File: config.mk
export PLATFORM = sky130hd
export DESIGN_NAME = seven_seg_display
export DESIGN_NICKNAME = d
export VERILOG_FILES = /design/src/rtl/seven_seg_pkg.sv /design/src/rtl/seven_seg_display_bcd_to_seg.sv /design/src/rtl/seven_seg_display.sv
export SDC_FILE = /design/constraint.sdc
export NUM_CORES = 1
export LEC_CHECK = 0
export ABC_AREA = 1
export CAP_MARGIN = 25
export CORE_MARGIN = 4
export CORE_UTILIZATION = 35
export DETAILED_ROUTE_END_ITERATION = 6
export PLACE_DENSITY = 0.52
export RECOVER_POWER = 25
export REMOVE_ABC_BUFFERS = 1
export SKIP_LAST_GASP = 1
export SYNTH_ARGS = -nofsm -noshare
export SYNTH_HDL_FRONTEND = slang
export SYNTH_SLANG_ARGS = --single-unit
export TNS_END_PERCENT = 30
File: constraint.sdc
create_clock -name clk -period 2.8 [get_ports clk]
set_input_delay 0.7 -clock clk [delete_from_list [all_inputs] [get_ports clk]]
set_output_delay 0.7 -clock clk [all_outputs]
set_load 0.01 [all_outputs]
File: src/rtl/seven_seg_pkg.sv
// Shared constants for 7-segment display blocks: active-low segment patterns,
// anode/blank codes, digit scan indices and adjust-mode encodings.
package seven_seg_pkg;

    // Segment order {g,f,e,d,c,b,a}, active-low.
    localparam logic [6:0] SEG_DIGIT [0:9] = '{
        7'b1000000, 7'b1111001, 7'b0100100, 7'b0110000, 7'b0011001,
        7'b0010010, 7'b0000010, 7'b1111000, 7'b0000000, 7'b0010000
    };
    localparam logic [6:0] SEG_BLANK = 7'h7F;
    localparam logic [3:0] AN_OFF    = 4'hF;

    localparam logic [1:0] IDX_SEC0 = 2'd0;
    localparam logic [1:0] IDX_SEC1 = 2'd1;
    localparam logic [1:0] IDX_MIN0 = 2'd2;
    localparam logic [1:0] IDX_MIN1 = 2'd3;

    localparam logic [1:0] ADJ_RUN = 2'd0;
    localparam logic [1:0] ADJ_INC = 2'd1;
    localparam logic [1:0] ADJ_DEC = 2'd2;

endpackage

File: src/rtl/seven_seg_display_bcd_to_seg.sv
// Combinational BCD to active-low 7-segment decoder; codes above 9 are blanked
// so a corrupted digit never shows as a misleading glyph.
module bcd_to_seg
    import seven_seg_pkg::*;
(
    input  logic [3:0] bcd,
    output logic [6:0] seg
);

    always_comb begin
        seg = SEG_BLANK;
        if (bcd <= 4'd9) begin
            seg = SEG_DIGIT[bcd];
        end
    end

endmodule

File: src/rtl/seven_seg_display.sv
// Four-digit multiplexed mm:ss display driver with blinking of the field under
// adjustment and a separator dot after the minutes units digit.
module seven_seg_display
    import seven_seg_pkg::*;
#(
    parameter int unsigned REFRESH_DIV = 100000,
    parameter int unsigned BLINK_DIV   = 25000000
) (
    input  logic       clk,
    input  logic       reset,
    input  logic [3:0] min1,
    input  logic [3:0] min0,
    input  logic [3:0] sec1,
    input  logic [3:0] sec0,
    input  logic [1:0] adjust,
    input  logic       select,
    output logic [6:0] seg,
    output logic       dp,
    output logic [3:0] an
);

    localparam int REF_W = (REFRESH_DIV > 1) ? $clog2(REFRESH_DIV) : 1;
    localparam int BLK_W = (BLINK_DIV > 1) ? $clog2(BLINK_DIV) : 1;

    logic [REF_W-1:0] refresh_cnt_q, refresh_cnt_d;
    logic [1:0]       digit_idx_q, digit_idx_d;
    logic [BLK_W-1:0] blink_cnt_q, blink_cnt_d;
    logic             blink_phase_q, blink_phase_d;
    logic [3:0]       an_q, an_d;
    logic [6:0]       seg_q, seg_d;
    logic             dp_q, dp_d;

    logic             refresh_wrap;
    logic             blink_wrap;
    logic             adj_active;
    logic             sec_field;
    logic             blank;
    logic [3:0]       digit_bcd;

    bcd_to_seg u_dec (
        .bcd (digit_bcd),
        .seg (seg_d)
    );

    always_comb begin
        refresh_wrap  = (refresh_cnt_q == REF_W'(REFRESH_DIV - 1));
        refresh_cnt_d = refresh_wrap ? '0 : refresh_cnt_q + REF_W'(1);
        digit_idx_d   = refresh_wrap ? digit_idx_q + 2'd1 : digit_idx_q;

        // Leaving adjust mode clears the blink state so re-entry starts visible.
        adj_active    = (adjust == ADJ_INC) || (adjust == ADJ_DEC);
        blink_wrap    = (blink_cnt_q == BLK_W'(BLINK_DIV - 1));
        blink_cnt_d   = '0;
        blink_phase_d = 1'b0;
        if (adj_active) begin
            blink_cnt_d   = blink_wrap ? '0 : blink_cnt_q + BLK_W'(1);
            blink_phase_d = blink_phase_q ^ blink_wrap;
        end

        case (digit_idx_q)
            IDX_SEC0: digit_bcd = sec0;
            IDX_SEC1: digit_bcd = sec1;
            IDX_MIN0: digit_bcd = min0;
            default:  digit_bcd = min1;
        endcase

        sec_field = (digit_idx_q == IDX_SEC0) || (digit_idx_q == IDX_SEC1);
        blank     = adj_active && blink_phase_q && (select == sec_field);
        an_d      = blank ? AN_OFF : ~(4'b0001 << digit_idx_q);
        dp_d      = !((digit_idx_q == IDX_MIN0) && !blank);
    end

    always_ff @(posedge clk) begin
        if (reset) begin
            refresh_cnt_q <= '0;
            digit_idx_q   <= IDX_SEC0;
            blink_cnt_q   <= '0;
            blink_phase_q <= 1'b0;
            an_q          <= AN_OFF;
            seg_q         <= SEG_BLANK;
            dp_q          <= 1'b1;
        end else begin
            refresh_cnt_q <= refresh_cnt_d;
            digit_idx_q   <= digit_idx_d;
            blink_cnt_q   <= blink_cnt_d;
            blink_phase_q <= blink_phase_d;
            an_q          <= an_d;
            seg_q         <= seg_d;
            dp_q          <= dp_d;
        end
    end

    assign an  = an_q;
    assign seg = seg_q;
    assign dp  = dp_q;

endmodule

# ---- Word level (Yosys, flattened, before mapping)
# Memories as Yosys holds them, arrays and structs flattened. A register that Yosys moved wholly into a read port is not among the register bits.
# Index checks and enable logic that the tools add are counted.
dict set report totals {
  regBits 50
  latch_bits 0
  ramBits 0
  romBits 112
  in_bits 21
  output_inout_bits 12
  elab_cells 38
  n_memories 1
}
dict set report op_classes {
  add_sub_neg 3
  mul 0
  div 0
  order_cmp 1
  n_eq_ne 7
  shift 1
  n_mux 1
  bitwise 5
  reduce_logical 13
}
# name words word_bits read_ports rd_ports_with_merged_regs write_ports line
set memory_table {}
lappend memory_table {{(name not given)} 16 7 1 1 0 seven_seg_display_bcd_to_seg.sv:13} ;# seg = SEG_DIGIT[bcd];
# operator n
set op_table {}
lappend op_table {{$add 25x1->25 const B} 1}
lappend op_table {{$eq 25x25->1 const B} 1}
lappend op_table {{$add 17x1->17 const B} 1}
lappend op_table {{$eq 17x17->1 const B} 1}
lappend op_table {{$pmux 4 s3} 1}
lappend op_table {{$reduce_or 2->1} 4}
lappend op_table {{$not 4->5} 1}
lappend op_table {{$eq 2x1->1 const B} 2}
lappend op_table {{$eq 2x2->1 const B} 2}
lappend op_table {{$le 4x4->1 const B} 1}
lappend op_table {{$not 4->4} 1}
lappend op_table {{$shl 1x2->4 const A} 1}
lappend op_table {{$logic_and 1x1->1} 3}
lappend op_table {{$reduce_or 3->1} 1}
lappend op_table {{$add 2x1->2 const B} 1}
lappend op_table {{$logic_not 1->1} 2}
lappend op_table {{$logic_not 2->1} 1}
lappend op_table {{$logic_or 1x1->1} 2}
lappend op_table {{$not 1->1} 2}
lappend op_table {{$eq 1x1->1} 1}
lappend op_table {{$xor 1x1->1} 1}

# ---- Logic depth before layout (Yosys ltp)
dict set report logic_depth {
  word_depth 7
  depth_mapped 12
  mapped_depth_nobuf 12
}

# ---- Hierarchy
# Synthesis repeated with hierarchy kept, for this count alone.
dict set report unflattened {
  hier_cells 436
  hier_area_um2 3016.6
}
# module n_inst cells_per_inst area_per_inst_um2 seq_area_each_um2
set modules_own_cells {}
lappend modules_own_cells {seven_seg_display 1 405 2820.2 1141.1}
lappend modules_own_cells {bcd_to_seg 1 31 196.4 0.0}

# ---- Least setup slack after synthesis
# OpenSTA, ideal clock, no wires.
dict set report synth_timing {
  path_type {flip-flop to flip-flop}
  startpoint {register digit_idx_q[0]}
  endpoint {register seg_q[1] (netlist: seg[1])}
  setup_time_ns 0.060
  t_arrival_ns 1.933
  required_ns 2.740
  setup_slack_ns 0.807
  stages_incl_launch_ff 12
  n_path_buf 0
  period_less_slack_ns 1.993
  path_cell_list {dfxtp_1 -> inv_1 -> ha_1 -> nand2_1 -> nand2_1 -> o22ai_1 -> inv_1 -> ha_1 -> or2_2 -> a21oi_1 -> nor2_2 -> nand2_1}
}
dict set report synth_between {
  elab_chain_len 5
  elab_cells_between_ends 8
  classes_between {order compare (1); eq/ne (2); mux (1); bitwise (2); reduce/logical (2)}
}
# item line
set synth_rtl {}
lappend synth_rtl {{start, declared} seven_seg_display.sv:26} ;# logic [1:0] digit_idx_q, digit_idx_d;
lappend synth_rtl {{start signal, assigned} seven_seg_display.sv:84} ;# digit_idx_q <= digit_idx_d;
lappend synth_rtl {{$eq 2x2->1, or another cell as far along} seven_seg_display.sv:60} ;# case (digit_idx_q)
lappend synth_rtl {{$pmux 4 s3 *} seven_seg_display.sv:60}
lappend synth_rtl {{$le 4x4->1} seven_seg_display_bcd_to_seg.sv:12} ;# if (bcd <= 4'd9) begin
lappend synth_rtl {{$not 1->1 (no line)} n/a}
lappend synth_rtl {{$reduce_or 2->1 (no line)} n/a}
lappend synth_rtl {{end, declared} seven_seg_display.sv:30} ;# logic [6:0] seg_q, seg_d;
# Mark *: on every way between the ends. The rest lies on a longest branch, timed or not.
# A chain may end at the register's enable or synchronous reset.

# ---- Final worst setup path
dict set report layout_timing {
  startpoint {input min0[1]}
  endpoint {register seg_q[2] (netlist: seg[2])}
}
dict set report layout_between {
  elab_chain_len 4
  elab_cells_between_ends 5
  classes_between {order compare (1); mux (1); bitwise (2); reduce/logical (1)}
}
# item line
set layout_rtl {}
lappend layout_rtl {{start, declared} seven_seg_display.sv:12} ;# input logic [3:0] min0,
lappend layout_rtl {{$pmux 4 s3 *} seven_seg_display.sv:60}
lappend layout_rtl {{$le 4x4->1} seven_seg_display_bcd_to_seg.sv:12}
lappend layout_rtl {{$not 1->1 (no line)} n/a}
lappend layout_rtl {{$reduce_or 2->1 (no line)} n/a}
# Marks and branches as above.

==> results.ini <==
[outcome]
outcome = completed

[min_path]
hold_path_depth = 1
hold_end = refresh_cnt_q[0]
min-delay-start = refresh_cnt_q[0]
holdCritPathClass = reg -> reg

[detailed_routing]
vias_per_cell = 4.49
drc = 0
first_pass_iters = 4
num_vias = 2687
wire_per_inst_um = 10.7
drtIter0Drc = 49
ant_nets = 0
routed_wirelength_um = 6420

[sta]
skew_ns = 0.00717
setup_viol = 0
finalCritPeriodShare_pct = 80.5
slew_headroom_pct = 30.9
clock.fmax_mhz = 444
tns_ns = 0
worst_pin_slew_ns = 1.03
rsz0062_at_grt = no
hold_violations = 0
drv_slew = 0
fin_crit_ns = 2.25

[pwr]
powerDensity_nw_per_um2 = 496
power.leakage_nw = 1.34
fin_total_pwr_mw = 1.82
vdd_drop_max_v = 0.000303

[final_layout]
antennaDiodeCount = 0
fill_cells = 867
syn2layout_area_growth_pct = 21.2
finalNetCount = 522
drive_gt1_share_pct = 6.28

[clock_tree]
hold_buffers = 0
cts_tree = yes
cts_setup_buffers = 0
clockBufferDepth = 2
cts_root_buf = clkbuf_8
clkLatencyLatePin_ns = 0.33
cts.clk_slew.worst_paths_ns = 0.06
numClockSinks = 57
cts_buffers = 9
ctsResizeCount = 0
htreeDepth = 3

[global_route]
use_met2_pct = 21.5
use_met1_pct = 16.8
grt_overflow_total = 0
grt.busiest_layer = met2
first_global_vias = 2399
grt_max_degree = 26
antenna_found_initial = 0
use_met3_pct = 4.36
grt_pass1_wl_um = 10800
grt_util_all_layers_pct = 13.3

[critical_path]
rrSetupSlack_ns = 0.56
r2r-end = seg[2]
worstSetupEndpointType = flop
worstPathMaxFanout = 7
cp_data_required_time_ns = 3.08
cp-start-kind = primary input
worstSetupPathType = in -> reg
r2r.worst_path.cells = 12
cp.arrival_ns = 2.53
reg2reg_from = digit_idx_q[0]

[yosys]
synthesis.area_um2 = 3030
synthTopCellsByArea = dfxtp_1 38%, nand2_1 18%, nor2_1 12%
synthCells = 448
yosysUniqueCellTypes = 32
ys_ff_latch = 57
yosys_warnings = 0
yosysTopAreaCellShare_pct = 37.7
synth_area_per_cell_um2 = 6.75
synth_top_area_cell = dfxtp_1
ys_seq_area_share_pct = 37.7

[floorplan]
die_h_um = 101
die_w_um = 101
ios = 33
fp.dieArea_um2 = 10200
fp-row-count = 33
core_um2 = 8300
start_util_pct = 36.5

[placement]
gp_congestion = 0.802
place_hpwl_um = 4960
io_buffer_count = 32

[run]
maxCapViolations = 0

-- placed cells by master (no fill, tap or decap), types with 2 or more instances in the layout --
cell,netlist,final
nand3b_1,7,7
o21ai_0,3,3
ha_1,12,12
xor2_1,17,17
nand4_1,3,3
inv_1,44,44
xnor2_1,7,7
dfxtp_1,57,57
nand2_1,143,143
nor3_1,2,2
bufinv_16,0,2
clkinv_2,0,2
nor2_1,93,93
clkbuf_8,0,11
inv_2,2,2
nor2_2,4,4
nand3_1,22,23
a21oi_1,13,13
clkdlybuf4s50_1,0,32
-- critical path, stage by stage --
cell	delay, ns
clkdlybuf4s50_1	0.46
nand2_1	0.05
nand2_1	0.07
nor2_1	0.04
nor2_1	0.22
inv_1	0.13
ha_1	0.23
or2_2	0.29
a21oi_1	0.18
nor2_2	0.10
nand2_1	0.07
-- registers in the layout, summed over array words and instances (netlist names) --
signal	flops
dp	1
an	4
seg	7
refresh_cnt_q	17
blink_cnt_q	25
digit_idx_q	2
blink_phase_q	1
-- logic make-up after synthesis --
logic type | after synthesis | synth area share [%]
simple gates | 284 | 39.1
flops | 57 | 37.7
buf+inv | 49 | 6.95
xor+xnor | 24 | 6.95
compound gates | 22 | 4.30
fa+ha+maj | 12 | 4.96
-- worst max-delay path by stage --
| stage | from | end | depth (start not counted) |
|---|---|---|---|
| after floorplan | digit_idx_q[0] | seg[1] | 11 |
| after global placement | min0[1] | seg[1] | 11 |
| after detailed placement | min0[1] | seg[6] | 11 |
| after CTS | digit_idx_q[0] | seg[6] | 12 |
| after global routing | digit_idx_q[0] | seg[2] | 11 |
| final | min0[1] | seg[2] | 11 |
-- metrics by stage --
step | util, % | setup slack [ns] | instance area (µm²) | instances | hold WS, ns
detailed placement | 41.5 | 0.200 | 3450 | 583 | 0.441
CTS | 44.3 | 0.554 | 3680 | 599 | 0.450
global route | 44.2 | 0.336 | 3670 | 599 | 0.482
global placement | 41.5 | 0.256 | 3450 | 583 | 0.432
finish | 44.2 | 0.546 | 3670 | 599 | 0.448
floorplan | - | 0.807 | 2990 | 445 | 0.418
-- Yosys cell counts, drive strengths merged --
library cell / instances
nand2: 145
nor2: 98
dfxtp: 57
inv: 46
nand3: 24
xor2: 17
a21oi: 14
ha: 12
nand3b: 7
xnor2: 7
o21ai: 4
buf: 3
nand4: 3
or2: 3
and2: 2
nor3: 2
o22ai: 2
a31oi: 1
o21a: 1
-- layout make-up --
cell class,count,area [µm²],share of cell area [%]
multi-input combinational,342,1670,45.4
sequential,57,1140,31.1
clock buffer,11,151,4.13
inverter,46,173,4.71
tap,105,131,3.58
timing repair buffer,33,328,8.94
clock inverter,5,77.6,2.12
-- report_power, final --
| part | internal, mW | switching [mW] | total [mW] |
|---|---|---|---|
| Sequential | 0.824 | 0.00694 | 0.831 |
| Combinational | 0.0582 | 0.0524 | 0.111 |
| Clock | 0.546 | 0.331 | 0.877 |
| Total | 1.43 | 0.390 | 1.82 |
-- layer usage --
layer / vias up / share of wire [%]
li1: 1462 / -
met1: 1197 / 48
met2: 23 / 47
met3: 5 / 3.0
met4: 0 / 1.0
met5: - / 0
Power figures use the tool's default switching activity.
